$ cat config.mk
export PLATFORM = sky130hd
export DESIGN_NAME = next_pc_unit
export DESIGN_NICKNAME = d
export VERILOG_FILES = /design/src/rtl/next_pc_unit.sv
export SDC_FILE = /design/constraint.sdc
export NUM_CORES = 1
export LEC_CHECK = 0
export ABC_AREA = 1
export BUFFER_PORTS_ARGS = -buffer_cell sky130_fd_sc_hd__buf_4
export CORE_MARGIN = 2
export CORE_UTILIZATION = 55
export CTS_CLUSTER_DIAMETER = 40
export CTS_CLUSTER_SIZE = 8
export DETAILED_ROUTE_END_ITERATION = 7
export GPL_TIMING_DRIVEN = 0
export PLACE_DENSITY = 0.79
export SLEW_MARGIN = 5
export SYNTH_ARGS = -nofsm -noshare
export SYNTH_HDL_FRONTEND = slang
export SYNTH_SLANG_ARGS = --single-unit
$ cat constraint.sdc
create_clock -name i_clk -period 8.1 [get_ports i_clk]
set_input_delay 1.62 -clock i_clk [delete_from_list [all_inputs] [get_ports i_clk]]
set_output_delay 1.62 -clock i_clk [all_outputs]
set_load 0.05 [all_outputs]
$ cat src/rtl/next_pc_unit.sv
// Next-PC resolver for the multi-cycle MIPS core: SEQ/J/JAL/JR/RET/BEQ/BNE with a
// circular return-address stack that predicts return targets.
module next_pc_unit #(
   parameter int unsigned PC_W      = 32,
   parameter int unsigned RAS_DEPTH = 4
) (
   input  logic            i_clk,
   input  logic            i_rst,
   input  logic            i_en,
   input  logic [2:0]      i_mode,
   input  logic [PC_W-1:0] i_pc,
   input  logic [25:0]     i_addr,
   input  logic [15:0]     i_imm,
   input  logic [PC_W-1:0] i_reg_addr,
   input  logic            i_zero,
   output logic [PC_W-1:0] o_pc_out,
   output logic [PC_W-1:0] o_link_addr,
   output logic            o_link_we,
   output logic            o_taken,
   output logic            o_ras_hit,
   output logic            o_ras_ovf,
   output logic            o_ras_udf,
   output logic            o_illegal,
   output logic            o_busy,
   output logic            o_jump_done
);

   localparam int unsigned RAS_PTR_W = $clog2(RAS_DEPTH);
   localparam logic [RAS_PTR_W:0] RAS_FULL = (RAS_PTR_W + 1)'(RAS_DEPTH);

   localparam logic [2:0] ModeSeq = 3'd0;
   localparam logic [2:0] ModeJ   = 3'd1;
   localparam logic [2:0] ModeJal = 3'd2;
   localparam logic [2:0] ModeJr  = 3'd3;
   localparam logic [2:0] ModeRet = 3'd4;
   localparam logic [2:0] ModeBeq = 3'd5;
   localparam logic [2:0] ModeBne = 3'd6;

   typedef enum logic [1:0] {StIdle, StResolve, StDone} state_e;

   state_e r_state, w_state_next;

   logic [2:0]      r_mode;
   logic [PC_W-1:0] r_pc, r_reg_addr;
   logic [25:0]     r_addr;
   logic [15:0]     r_imm;
   logic            r_zero;

   logic [PC_W-1:0] r_pc_out, r_link_addr;
   logic            r_link_we, r_taken, r_ras_hit, r_ras_ovf, r_ras_udf, r_illegal;

   logic [PC_W-1:0]    r_ras [RAS_DEPTH];
   logic [RAS_PTR_W-1:0] r_ptr;
   logic [RAS_PTR_W:0]   r_cnt;

   logic [PC_W-1:0]      w_seq, w_br, w_jmp, w_target;
   logic [RAS_PTR_W-1:0] w_top_idx;
   logic w_taken, w_illegal, w_link_we, w_push, w_pop;
   logic w_empty, w_full, w_hit, w_ovf, w_udf;

   always_comb begin
      w_state_next = r_state;
      unique case (r_state)
         StIdle:    if (i_en) w_state_next = StResolve;
         StResolve: w_state_next = StDone;
         StDone:    w_state_next = StIdle;
         default:   w_state_next = StIdle;
      endcase
   end

   always_comb begin
      w_seq     = r_pc + PC_W'(1);
      w_br      = w_seq + {{(PC_W - 16){r_imm[15]}}, r_imm};
      w_jmp     = {r_pc[PC_W-1:26], r_addr};
      w_top_idx = r_ptr - RAS_PTR_W'(1);
      w_empty   = (r_cnt == '0);
      w_full    = (r_cnt == RAS_FULL);
      w_target  = w_seq;
      w_taken   = 1'b0;
      w_illegal = 1'b0;
      w_link_we = 1'b0;
      w_push    = 1'b0;
      w_pop     = 1'b0;
      case (r_mode)
         ModeSeq: ;
         ModeJ: begin
            w_target = w_jmp;
            w_taken  = 1'b1;
         end
         ModeJal: begin
            w_target  = w_jmp;
            w_taken   = 1'b1;
            w_link_we = 1'b1;
            w_push    = 1'b1;
         end
         ModeJr: begin
            w_target = r_reg_addr;
            w_taken  = 1'b1;
         end
         ModeRet: begin
            w_target = r_reg_addr;
            w_taken  = 1'b1;
            w_pop    = 1'b1;
         end
         ModeBeq: if (r_zero) begin
            w_target = w_br;
            w_taken  = 1'b1;
         end
         ModeBne: if (!r_zero) begin
            w_target = w_br;
            w_taken  = 1'b1;
         end
         default: w_illegal = 1'b1;
      endcase
      // The architectural register always supplies the target; the RAS only grades it.
      w_hit = w_pop && !w_empty && (r_ras[w_top_idx] == r_reg_addr);
      w_ovf = w_push && w_full;
      w_udf = w_pop && w_empty;
   end

   always_ff @(posedge i_clk or posedge i_rst) begin
      if (i_rst) begin
         r_state     <= StIdle;
         r_mode      <= '0;
         r_pc        <= '0;
         r_addr      <= '0;
         r_imm       <= '0;
         r_reg_addr  <= '0;
         r_zero      <= 1'b0;
         r_pc_out    <= '0;
         r_link_addr <= '0;
         r_link_we   <= 1'b0;
         r_taken     <= 1'b0;
         r_ras_hit   <= 1'b0;
         r_ras_ovf   <= 1'b0;
         r_ras_udf   <= 1'b0;
         r_illegal   <= 1'b0;
         r_ptr       <= '0;
         r_cnt       <= '0;
      end else begin
         r_state   <= w_state_next;
         r_link_we <= 1'b0;
         r_ras_ovf <= 1'b0;
         r_ras_udf <= 1'b0;
         if (r_state == StIdle && i_en) begin
            r_mode     <= i_mode;
            r_pc       <= i_pc;
            r_addr     <= i_addr;
            r_imm      <= i_imm;
            r_reg_addr <= i_reg_addr;
            r_zero     <= i_zero;
         end
         if (r_state == StResolve) begin
            r_pc_out    <= w_target;
            r_link_addr <= w_seq;
            r_link_we   <= w_link_we;
            r_taken     <= w_taken;
            r_ras_hit   <= w_hit;
            r_ras_ovf   <= w_ovf;
            r_ras_udf   <= w_udf;
            r_illegal   <= w_illegal;
            if (w_push) begin
               r_ptr <= r_ptr + RAS_PTR_W'(1);
               if (!w_full) r_cnt <= r_cnt + 1'b1;
            end else if (w_pop && !w_empty) begin
               r_ptr <= w_top_idx;
               r_cnt <= r_cnt - 1'b1;
            end
         end
      end
   end

   // Stack contents need no reset; the write is gated so an aborting reset leaves it intact.
   always_ff @(posedge i_clk) begin
      if (!i_rst && r_state == StResolve && w_push) r_ras[r_ptr] <= w_seq;
   end

   assign o_pc_out    = r_pc_out;
   assign o_link_addr = r_link_addr;
   assign o_link_we   = r_link_we;
   assign o_taken     = r_taken;
   assign o_ras_hit   = r_ras_hit;
   assign o_ras_ovf   = r_ras_ovf;
   assign o_ras_udf   = r_ras_udf;
   assign o_illegal   = r_illegal;
   assign o_busy      = (r_state != StIdle);
   assign o_jump_done = (r_state == StDone);

endmodule

Word level (Yosys, flattened, before mapping)

Memory sizes are Yosys's and may differ from the RTL's.
Index checks and enable logic that the tools add are counted.

Add/sub/neg operators: 6
Eq/ne operators: 12
Multiplexer cells: 21
Reduce and logical (&&, ||, !) cells: 20

Operators by type and width:

| cell                  | number |
|---|---|
| $pmux 32 s4           | 1 |
| $mux 32               | 2 |
| $add 32x1->32 const B | 1 |
| $add 32x32->32        | 1 |
| $eq 32x32->1          | 1 |
| $eq 3x3->1 const B    | 4 |
| $mux 1                | 10 |
| $mux 3                | 3 |
| $logic_and 1x1->1     | 7 |
| $reduce_or 7->1       | 1 |
| $eq 3x2->1 const B    | 2 |
| $logic_not 3->1       | 2 |
| $mux 2                | 3 |
| $ne 2x2->1 const B    | 2 |
| $pmux 2 s2            | 1 |
| $reduce_bool 2->1     | 2 |
| $reduce_or 2->1       | 2 |
| $reduce_or 4->1       | 1 |
| $add 3x1->3 const B   | 1 |
| $eq 3x1->1 const B    | 1 |
| $pmux 1 s3            | 1 |
| $reduce_and 3->1      | 1 |
| $sub 3x1->3 const B   | 1 |
| $add 2x1->2 const B   | 1 |
| other kinds (6)       | 7 |

Register bits: 187
Memory bits (writable): 128
Bits of input ports: 113
Output and inout port bits: 72
Logic and storage cells: 77
Memories: 1

Memories:

| memory | words | bits a word | read ports | clocked after memory_dff | wr ports | RTL line | text |
|---|---|---|---|---|---|---|---|
| r_ras  | 4     | 32          | 1          | 0                        | 1        | 52       | `logic [PC_W-1:0] r_ras [RAS_DEPTH];` |

Longest topological paths before layout

Gate-level depths: netlist of run 1.

Word-level depth: 5
Gate-level depth with buffers: 23
Mapped depth without buffers: 23

Worst setup path after synthesis of run 1

Ideal clock, no wire load.

Kind: input to register
From: input i_rst
To: memory r_ras[0][0], enable pin
Library setup time: 0.421 ns
Data arrival time: 7.601 ns
Data required time: 7.679 ns
Path slack: 0.078 ns
Stages on the path: 3
Path buffers: 0
Cells stage by stage: inv_1 > nand2_1 > nor2_1

Word-level cells in the longest chain between the ends: 5

RTL lines:

| what                            | RTL line | text |
|---|---|---|
| start, declared                 | 8        | `input logic i_rst,` |
| $logic_not 1->1                 | 175      | `if (!i_rst && r_state == StResolve && w_push) r_ras[r_ptr] <= w_seq;` |
| $logic_and 1x1->1 (2 in series) | 175      |  |
| $mux 1                          | 175      |  |
| $mux 1 (not written as such)    | 175      |  |
| end, declared                   | 52       |  |

No other way between the ends.

Final worst setup path of run 1

From: register r_pc[0]
To: register r_pc_out[29], in the netlist o_pc_out[29]

Word-level cells in the longest chain between the ends: 4

RTL lines:

| what                       | RTL line | text |
|---|---|---|
| start, declared            | 44       | `logic [PC_W-1:0] r_pc, r_reg_addr;` |
| start signal, assigned     | 147      | `r_pc <= i_pc;` |
| $add 32x1->32 *            | 72       | `w_seq = r_pc + PC_W'(1);` |
| named net w_seq[12]        | 56       | `logic [PC_W-1:0] w_seq, w_br, w_jmp, w_target;` |
| $add 32x32->32 *           | 73       | `w_br = w_seq + {{(PC_W - 16){r_imm[15]}}, r_imm};` |
| $mux 32 (on tied branches) | 109, 105 |  |
| $pmux 32 s4 *              | 84       | `case (r_mode)` |
| end signal, assigned       | 154      | `r_pc_out <= w_target;` |
| end, declared              | 49       | `logic [PC_W-1:0] r_pc_out, r_link_addr;` |

The timed path passes the listed nets; every way through them passes the cells marked *.
A chain may end at the register's enable or synchronous reset.

==> impl_metrics.yaml, run 1 <==
status:
  outcome: "complete, no violations"
timing:
  fmax_mhz: 225
  rsz0062_at_grt: "no"
  fin_crit_ns: 4.44
  setup_tns_ns: 0
  hold_viol_final: 0
  setup_viol: 0
  setup_ws_ns: 3.66
  drv_slew: 0
  whs_ns: 0.472
  max_slew_margin: 0.173
  finClkSkew_ns: 0.0172
  fin_crit_sh: 0.548
  worst_pin_slew_ns: 1.24
routing:
  drc: 0
  first_pass_iters: 8
  dr.first_iter.drc_count: 1470
  route.detailed.wl_per_inst_um: 20.6
  vias: 15500
  routed_wl_um: 56800
  antenna_left: 0
  vias_per_cell: 5.61
power_and_ir_drop:
  finalPower_mw: 7.82
  power_density_mw_per_mm2: 383
  irDropWorstVdd_mv: 0.277
  leakagePower_nw: 9.99
worst_setup_path:
  crit_chain: "ha_1, nand2_1, nor2_2, inv_1, nor2_2, xor2_1, ha_1, nand2_1, nor2_1, inv_1, nor2_1, nor2_1, nand2_1, nand2_1, nand2_1, nand2_1, nand3_1, nand3_1, nand2_1, inv_1"
  startpoint_type: "flip-flop"
  cp_slowest_cell: "xor2_1"
  critPathRequiredTime_ns: 8.56
  cp_common_cell: "nand2_1"
  slowest_delay_ns: 0.95
  cp_data_arrival_time_ns: 4.90
  path_max_fanout: 7
  worst-setup-path-type: "flip-flop to flip-flop"
  end_kind: "flip-flop"
die:
  die-width_um: 178
  core-area_mm2: 0.0297
  ios: 185
  core.rowCount: 63
  die_h_um: 178
  initial_core_util: 0.561
  die_area_mm2: 0.0317
layout:
  layout.nets: 2486
  final_cells: 2759
  post-route-util: 0.686
  final_layout_size_suffix_gt1_frac: 0.157
  design_area_mm2: 0.0204
  syn_to_final_growth_pct: 22.3
  n_antenna_cell: 0
logic_synthesis:
  synth-edff-count: 128
  synth-seq-cells: 315
  seq_area_frac_synth: 0.511
  syn_nets: 2243
  syn_inst: 2086
  syn_area_mm2: 0.0167
  yosysUniqueCellTypes: 55
  yosysWarnings: 0
  synth_flop_cell: "dfrtp_1"
  synth.avg_cell_area_um2: 8.00
  synthArstFlopShare: 0.594
min_path:
  hp-class: "flip-flop to flip-flop"
clock_network:
  path_clk_slew_ns: 0.05
  postCtsHoldBufs: 0
  post_cts_buffers: 0
  cts_max_path_buffers: 3
  clock-sinks: 315
  cts_tree: "done"
  clock_latency_ns: 0.57
  cts_resized: 0
  h-tree-depth: 2
  root_buffer: "clkbuf_16"
  cts_buffers: 52
global_routing:
  grt_pass1_wl_um: 85100
  grt_pass1_vias: 15300
  grt_overflow_total: 0
  track_usage: 0.361
  grt_start_max_net_pins: 105
  antenna_found_initial: 0
place:
  hpwlAfterDp_um: 41900
  port_buffers: 184
  pre_cts_ws_ns: 3.72
  dp.cells: 2665
  gp_congestion: 0.994
  dpl_cell_area_mm2: 0.0187
job:
  cap_violations: 0
==> power by group <==
| group | leakage [nW] | internal (mW) | switching, mW |
|---|---|---|---|
| registers | 3.45 | 2.01 | 0.245 |
| logic | 5.72 | 0.993 | 2.42 |
| clock network | 0.821 | 1.38 | 0.772 |
| total | 9.99 | 4.38 | 3.44 |
==> critical path, delay by kind of cell, from the launching register on <==
kind / cells / cell delay [ns]
buffers and inverters: 3 / 0.24
AND/OR/NAND/NOR: 14 / 2.00
XOR/XNOR: 1 / 0.95
flip-flops: 1 / 0.48
adder cells (fa/ha/maj): 2 / 0.66
==> flip-flops by register name, indices dropped and copies added, names as in the netlist, 2 cells and up <==
register     count
r_cnt            3
o_pc_out        32
r_imm           16
r_mode           3
r_addr          26
r_reg_addr      32
r_state          2
r_ptr            2
o_link_addr     32
r_pc            32
r_ras          128
==> cells in the mapped netlist, drive strengths merged (3+ instances only) <==
library cell / n / share of area
nand2: 798 / 0.18
inv: 258 / 0.058
dfrtp: 187 / 0.28
o21ai: 156 / 0.047
nand3: 146 / 0.045
edfxtp: 128 / 0.23
nor2: 122 / 0.031
a21oi: 45 / 0.014
ha: 42 / 0.032
buf: 38 / 0.012
clkbuf: 30 / 0.0068
xor2: 29 / 0.016
nor3: 17 / 0.0064
or2: 17 / 0.0064
nand4: 16 / 0.0064
o21bai: 12 / 0.0054
o22ai: 10 / 0.0038
xnor2: 6 / 0.0032
nand3b: 4 / 0.0018
o211ai: 3 / 0.0013
==> logic make-up (layout without fill, tap and decap cells) <==
kind of cell | Yosys count | in the layout | synth area share
AOI/OAI and AO/OA | 240 | 240 | 0.0788
xor gates and xnor gates | 35 | 35 | 0.0188
adders and majority gates | 44 | 44 | 0.0339
buffers and inverters | 327 | 610 | 0.0773
DFF | 315 | 315 | 0.511
and+or+nand+nor | 1125 | 1125 | 0.280
==> routing by layer <==
layer,track usage,up-vias,part of all wire
met5,0.0160,-,0.0011
li1,-,7157,-
met3,0.0884,178,0.10
met2,0.602,900,0.47
met4,0.153,2,0.045
met1,0.448,7249,0.38
==> placed cells by master (no fill, tap or decap), types with 3 or more instances in the layout <==
cell       netlist  layout
nand2_1        788     788
inv_1          243     242
buf_4            3     187
dfrtp_1        187     187
nand3_1        144     144
o21ai_0        134     134
edfxtp_1       128     128
nor2_1         109     105
clkbuf_16        0      54
clkbuf_1        29      51
a21oi_1         43      43
ha_1            42      42
buf_2           34      34
xor2_1          28      28
o21ai_1         21      21
or2_2           17      17
inv_2           15      15
nand4_1         15      15
nor3_1          14      14
o21bai_1        12      12
nor2_2          10      10
o22ai_1         10      10
nand2_2          9       9
nor2_4           2       6
xnor2_1          6       6
clkbuf_8         0       6
nand3b_1         4       4
clkinv_2         0       4
o211ai_1         3       3
bufinv_16        0       3
buf_12           0       3
==> final cells by class <==
cell class / count / area (µm²)
Buffer: 68 / 318
Inverter: 259 / 980
Sequential cell: 315 / 8520
Clock inverter: 12 / 175
Clock buffer: 82 / 1520
Multi-Input combinational cell: 1444 / 6900
Tap cell: 390 / 488
Timing Repair Buffer: 189 / 1500
Fill cell: 2405 / 9320
==> worst paths after layout <==
path / start / end / slack, ns / cells past startpoint
min in group asynchronous: i_rst / r_imm[0]$_DFFE_PP0P_ / 1.10 / 2
setup / recovery: r_pc[0]$_DFFE_PP0P_ / o_pc_out[29]$_DFFE_PP0P_ / 3.66 / 20
hold reg to reg: r_cnt[2]$_DFFE_PP0P_ / o_ras_udf$_DFF_PP0_ / 0.47 / 1
setup reg to reg: r_pc[0]$_DFFE_PP0P_ / o_pc_out[29]$_DFFE_PP0P_ / 3.66 / 20
hold / removal: r_cnt[2]$_DFFE_PP0P_ / o_ras_udf$_DFF_PP0_ / 0.47 / 1
max in group asynchronous: i_rst / r_ptr[1]$_DFFE_PP0P_ / 6.04 / 3
No activity file was read; power rests on OpenSTA's default activity.
==> run 2, diff against run 1 <==
--- a/config.mk
+++ b/config.mk
@@ -8,12 +8,12 @@
 export ABC_AREA = 1
 export BUFFER_PORTS_ARGS = -buffer_cell sky130_fd_sc_hd__buf_4
 export CORE_MARGIN = 2
-export CORE_UTILIZATION = 55
+export CORE_UTILIZATION = 54
 export CTS_CLUSTER_DIAMETER = 40
 export CTS_CLUSTER_SIZE = 8
 export DETAILED_ROUTE_END_ITERATION = 7
 export GPL_TIMING_DRIVEN = 0
-export PLACE_DENSITY = 0.79
+export PLACE_DENSITY = 0.8
 export SLEW_MARGIN = 5
 export SYNTH_ARGS = -nofsm -noshare
 export SYNTH_HDL_FRONTEND = slang
==> constraint.sdc (replaced) <==
create_clock -name i_clk -period 3.6 [get_ports i_clk]
set_input_delay 0.72 -clock i_clk [delete_from_list [all_inputs] [get_ports i_clk]]
set_output_delay 0.72 -clock i_clk [all_outputs]
set_load 0.05 [all_outputs]
==> run 2 against run 1 <==
Effect of this change:
- clock-buffer cell count is 4 lower
- die area is 1.8% higher
- cell area is 1.4% higher
- power is 120% higher
- via count is 0.17% higher
- critical endpoint is now o_pc_out[19]$_DFFE_PP0P_
- flip-flop and latch count stayed put
- register-to-register slack worse by 3.5 ns
==> impl_metrics.yaml, run 2 (same netlist as run 1, synthesis figures left out) <==
status:
  outcome: "complete, no violations"
power_and_ir_drop:
  p_int_mw: 9.61
  irDropWorstVdd_mv: 0.566
  combPwrFrac: 0.448
  power_density_mw_per_mm2: 840
  pwr-share-clk: 0.258
  p_switching_mw: 7.75
  swShare: 0.446
  seq_power_share: 0.294
  leakagePower_nw: 10.0
  finalPower_mw: 17.4
worst_setup_path:
  cp_num_buf_inv: 3
  slowest_delay_ns: 0.62
  reg2reg_depth: 18
  cp_common_cell: "nand2_1"
  end_kind: "flip-flop"
  rrSetupSlack_ns: 0.14
  critPathRequiredTime_ns: 4.11
  cp_top_family: "simple AND/OR/NAND/NOR gates"
  crit_chain: "inv_4, nor2_4, nand2_2, xor2_2, ha_1, nand2_1, inv_1, a21oi_1, nand2_1, nand2_1, nand2_1, nand2_1, inv_1, o21ai_0, nand3_1, nand2_1, nand2_1, nand2_1"
  r2r-start: "r_pc[0]$_DFFE_PP0P_"
  startpoint_type: "flip-flop"
  path_max_fanout: 9
  cp_data_arrival_time_ns: 3.96
  r2r_end: "o_pc_out[19]$_DFFE_PP0P_"
  worst-setup-path-type: "flip-flop to flip-flop"
  cp_slowest_cell: "xor2_2"
die:
  die_h_um: 180
  initial_core_util: 0.547
  die_area_mm2: 0.0323
  core-area_mm2: 0.0305
  die-width_um: 180
  core.rowCount: 64
  ios: 185
routing:
  wl_met3_um: 5890
  vias_per_cell: 5.59
  dr.first_iter.drc_count: 1517
  top_layer_used: "met4"
  route.detailed.wl_per_inst_um: 20.6
  drt-met1-wl_um: 21700
  first_pass_iters: 6
  routed_wl_um: 57200
  antenna_left: 0
  vias: 15500
  drc: 0
  wl_met2_um: 27500
layout:
  largest_reg_flops: 128
  syn_to_final_growth_pct: 23.9
  layout.nets: 2499
  n_antenna_cell: 0
  largest_register: "r_ras"
  final_cell_mix: "nand2_1 (783), inv_1 (238), buf_4 (198)"
  fill_cells: 2484
  final_common_cell: "nand2_1"
  final_layout_size_suffix_gt1_frac: 0.175
place:
  hpwlAfterDp_um: 43000
  gp_congestion: 0.962
  port_buffers: 184
clock_network:
  cts_buffers: 50
  clock-sinks: 315
  postCtsHoldBufs: 0
  h-tree-depth: 2
  cts_tree: "done"
  path_clk_slew_ns: 0.05
  cts_max_path_buffers: 3
  root_buffer: "clkbuf_16"
  clock_latency_ns: 0.57
timing:
  fmax_mhz: 289
  finClkSkew_ns: 0.0319
  setup_viol: 0
  whs_ns: 0.142
  drv_slew: 0
  max_slew_margin: 0.329
  hold_viol_final: 0
  fin_crit_sh: 0.960
  fin_crit_ns: 3.46
  worst_pin_slew_ns: 1.01
  setup_tns_ns: 0
min_path:
  hp-class: "input port to async pin"
global_routing:
  grt_pass1_wl_um: 86700
  grt_pass1_vias: 15200
  track_usage: 0.350
  grt_overflow_total: 0
  antenna_found_initial: 1
  grt_start_max_net_pins: 42
job:
  cap_violations: 0
run 2: cell types whose count changed in the layout (fill, tap and decap cells not counted), moves of 5 or more:
cell,before,now
buf_12,3,8
buf_4,187,198
nand2_1,788,783
nor2_1,105,95
nor2_4,6,13
xor2_1,28,21
xor2_4,0,5
run 2: timing repair:
action | CTS | global route
gates resized for setup | 24 | 30
setup endpoints to repair | 25 | 20
pin swaps | 0 | 6
buffers inserted | 0 | 11
run 2: worst max-delay path by stage:
| stage | start | to | slack, ns | depth (start not counted) |
|---|---|---|---|---|
| after global placement | i_rst | r_ras[1][0]$_DFFE_PP_ | -3.00 | 4 |
| after CTS | r_pc[6]$_DFFE_PP0P_ | o_pc_out[28]$_DFFE_PP0P_ | 0.02 | 18 |
| after floorplan | i_rst | r_ras[0][0]$_DFFE_PP_ | -1.19 | 3 |
| final | r_pc[0]$_DFFE_PP0P_ | o_pc_out[19]$_DFFE_PP0P_ | 0.14 | 18 |
| after global routing | r_pc[6]$_DFFE_PP0P_ | o_pc_out[28]$_DFFE_PP0P_ | -0.007 | 18 |
| after detailed placement | r_pc[0]$_DFFE_PP0P_ | o_pc_out[22]$_DFFE_PP0P_ | -0.60 | 19 |
run 2: cell type report:
class	instances	area, µm²	area share
sequential	315	8530	0.413
timing repair buffer	204	1650	0.0799
buffer	68	318	0.0154
clock inverter	11	175	0.00847
clock buffer	78	1390	0.0671
inverter	259	978	0.0473
tap	396	495	0.0240
multi-input combinational	1444	7140	0.345
run 2: worst reg2reg max path, delay by kind of cell, from the launching register on:
| kind | cells | cell delay (ns) |
|---|---|---|
| DFF | 1 | 0.44 |
| buffers and inverters | 3 | 0.23 |
| adders and majority gates | 1 | 0.42 |
| and+or+nand+nor | 11 | 1.37 |
| AOI/OAI and AO/OA | 2 | 0.30 |
| xor gates and xnor gates | 1 | 0.62 |
run 2: power groups by stage:
stage / combinational, mW / sequential (mW) / clock, mW
2_1_floorplan: 3.91 / 6.10 / 0
3_3_place_gp: 7.32 / 5.09 / 0
3_5_place_dp: 7.47 / 5.11 / 0
4_1_cts: 7.59 / 5.07 / 4.48
5_1_grt: 8.40 / 5.16 / 4.64
6_report: 7.79 / 5.10 / 4.48
run 2: layer usage:
layer	track usage	vias up
li1	-	7174
met1	0.443	7339
met2	0.592	860
met3	0.0774	139
met4	0.131	0
met5	0	-
run 2: metrics by stage:
| stage | cells | util | cell area [µm²] | worst slack (ns) |
|---|---|---|---|---|
| final | 2775 | 0.678 | 20700 | 0.143 |
| after floorplan | 2086 | - | 16700 | -1.19 |
| after CTS | 2764 | 0.671 | 20500 | 0.0225 |
| after global routing | 2775 | 0.678 | 20700 | -0.00743 |
| after global placement | 2666 | 0.609 | 18600 | -3.00 |
| after detailed placement | 2675 | 0.616 | 18800 | -0.599 |
==> run 3, diff against run 2 <==
--- a/config.mk
+++ b/config.mk
@@ -8,12 +8,12 @@
 export ABC_AREA = 1
 export BUFFER_PORTS_ARGS = -buffer_cell sky130_fd_sc_hd__buf_4
 export CORE_MARGIN = 2
-export CORE_UTILIZATION = 54
+export CORE_UTILIZATION = 50
 export CTS_CLUSTER_DIAMETER = 40
 export CTS_CLUSTER_SIZE = 8
 export DETAILED_ROUTE_END_ITERATION = 7
 export GPL_TIMING_DRIVEN = 0
-export PLACE_DENSITY = 0.8
+export PLACE_DENSITY = 0.66
 export SLEW_MARGIN = 5
 export SYNTH_ARGS = -nofsm -noshare
 export SYNTH_HDL_FRONTEND = slang
==> constraint.sdc (replaced) <==
create_clock -name i_clk -period 3.9 [get_ports i_clk]
set_input_delay 0.78 -clock i_clk [delete_from_list [all_inputs] [get_ports i_clk]]
set_output_delay 0.78 -clock i_clk [all_outputs]
set_load 0.05 [all_outputs]
==> run 3 against run 2 <==
Effect of this change:
- routed wire length is 0.91% higher
- fmax down 8.7%
- register-to-register slack got worse by 0.03 ns
- non-clock buffer count decreased by 11
- hold slack better by 0.089 ns
- clock power shrank 6.9%
- die area up 7.8%
- flip-flop and latch count is the same
- power is 8.0% lower
- sequential share of layout area increased by 0.19 points
- cell area is 0.51% lower
- sequential power down 7.8%
- critical endpoint is now o_pc_out[22]$_DFFE_PP0P_
- largest cell class unchanged
==> impl_metrics.yaml, run 3 (same netlist as run 1, synthesis figures left out) <==
layout:
  n_antenna_cell: 0
  final_cells: 2813
  final_cell_mix: "nand2_1 (788), inv_1 (241), buf_4 (187), dfrtp_1 (187), nand3_1 (143)"
  fill_cells: 2992
  final_layout_size_suffix_gt1_frac: 0.164
  layout.nets: 2490
  post-route-util: 0.629
  largest_reg_flops: 128
  syn_to_final_growth_pct: 23.3
  final_common_cell: "nand2_1"
  design_area_mm2: 0.0206
  largest_register: "r_ras"
worst_setup_path:
  startpoint_type: "flip-flop"
  cp_data_arrival_time_ns: 4.26
  cp_top_family: "simple AND/OR/NAND/NOR gates"
  r2r-start: "r_pc[0]$_DFFE_PP0P_"
  reg2reg_depth: 20
  cp_slowest_cell: "dfrtp_1"
  r2r_end: "o_pc_out[22]$_DFFE_PP0P_"
  path_max_fanout: 9
  cp_num_buf_inv: 3
  worst-setup-path-type: "flip-flop to flip-flop"
  rrSetupSlack_ns: 0.11
  crit_chain: "inv_2, nor2_4, nand2_1, nor2_1, nand2_1, nand2_1, inv_1, ha_1, nand2_1, nor2_1, nor3b_1, nand2_1, nand2_1, nand2_1, nand2_1, nand2_1, nand3_1, nand3_1, nand2_1, inv_1"
  cp_common_cell: "nand2_1"
  path_depth: 20
  end_kind: "flip-flop"
  critPathRequiredTime_ns: 4.37
  slowest_delay_ns: 0.48
clock_network:
  cts_max_path_buffers: 3
  root_buffer: "clkbuf_16"
  postCtsHoldBufs: 0
  clock-sinks: 315
  cts_buffers: 52
  path_clk_slew_ns: 0.05
  clock_latency_ns: 0.58
  h-tree-depth: 2
  cts_tree: "done"
timing:
  setup_ws_ns: 0.113
  hold_viol_final: 0
  drv_slew: 0
  fin_crit_sh: 0.971
  whs_ns: 0.231
  rsz0062_at_grt: "yes"
  fmax_mhz: 264
  max_slew_margin: 0.205
  fin_crit_ns: 3.79
  worst_pin_slew_ns: 1.19
  setup_tns_ns: 0
  finClkSkew_ns: 0.0184
  setup_viol: 0
status:
  outcome: "complete, no violations"
job:
  cap_violations: 0
die:
  core.rowCount: 66
  ios: 185
  die_area_mm2: 0.0348
  die_h_um: 187
  core-area_mm2: 0.0327
  initial_core_util: 0.510
  die-width_um: 187
power_and_ir_drop:
  finalPower_mw: 16.0
  power_density_mw_per_mm2: 777
  leakagePower_nw: 9.99
  irDropWorstVdd_mv: 0.542
place:
  gp_congestion: 0.985
  hpwlAfterDp_um: 44200
  dp.cells: 2721
  pre_cts_ws_ns: -0.247
  dpl_cell_area_mm2: 0.0189
  port_buffers: 184
global_routing:
  antenna_found_initial: 0
  track_usage: 0.330
  grt_start_max_net_pins: 40
  grt_pass1_wl_um: 86500
  grt_pass1_vias: 14900
  grt_overflow_total: 0
routing:
  vias: 15100
  first_pass_iters: 5
  dr.first_iter.drc_count: 1139
  drc: 0
  route.detailed.wl_per_inst_um: 20.5
  routed_wl_um: 57700
  vias_per_cell: 5.37
  antenna_left: 0
min_path:
  hp-class: "input port to async pin"
-- run 3: final cells by class --
cell class | instances | area (µm²) | area share
Buffer | 68 | 318 | 0.0155
Clock buffer | 78 | 1460 | 0.0710
Clock inverter | 14 | 123 | 0.00596
Inverter | 259 | 976 | 0.0475
Multi-Input combinational cell | 1444 | 7020 | 0.341
Sequential cell | 315 | 8520 | 0.414
Tap cell | 442 | 553 | 0.0269
Timing Repair Buffer | 193 | 1590 | 0.0774
-- run 3: worst reg2reg max path: cells and delay by family (launching register included) --
family / cells / cell delay, ns
and+or+nand+nor: 16 / 2.40
adders and majority gates: 1 / 0.41
buffers and inverters: 3 / 0.41
DFF: 1 / 0.48
-- run 3: worst max-delay path by stage --
stage                   startpoint                        to  slack [ns]
3_3_place_gp                 i_rst     r_ras[1][0]$_DFFE_PP_       -2.98
5_1_grt        r_pc[0]$_DFFE_PP0P_  o_pc_out[22]$_DFFE_PP0P_       -0.05
6_report       r_pc[0]$_DFFE_PP0P_  o_pc_out[22]$_DFFE_PP0P_        0.11
2_1_floorplan                i_rst     r_ras[0][0]$_DFFE_PP_       -0.95
4_1_cts        r_pc[0]$_DFFE_PP0P_  o_pc_out[27]$_DFFE_PP0P_        0.03
3_5_place_dp   r_pc[0]$_DFFE_PP0P_  o_pc_out[22]$_DFFE_PP0P_       -0.25
-- run 3: timing repair --
action / CTS / global route
buffers inserted: 0 / 0
pin swaps: 0 / 0
resized for setup: 9 / 10
endpoints found under the setup margin: 22 / 22
-- run 3: power by group --
part           leakage, nW  internal, mW  switching [mW]
registers             3.45          4.17           0.521
logic                 5.78          2.09            5.03
clock network        0.755          2.57            1.59
total                 9.99          8.83            7.14
-- run 3: layer usage --
| metal | track usage | vias up | routed length (µm) |
|---|---|---|---|
| met5 | 0 | - | 0 |
| met4 | 0.120 | 0 | 2050 |
| met3 | 0.0602 | 115 | 4670 |
| met2 | 0.547 | 606 | 27300 |
| met1 | 0.435 | 7211 | 23700 |
| li1 | - | 7180 | - |
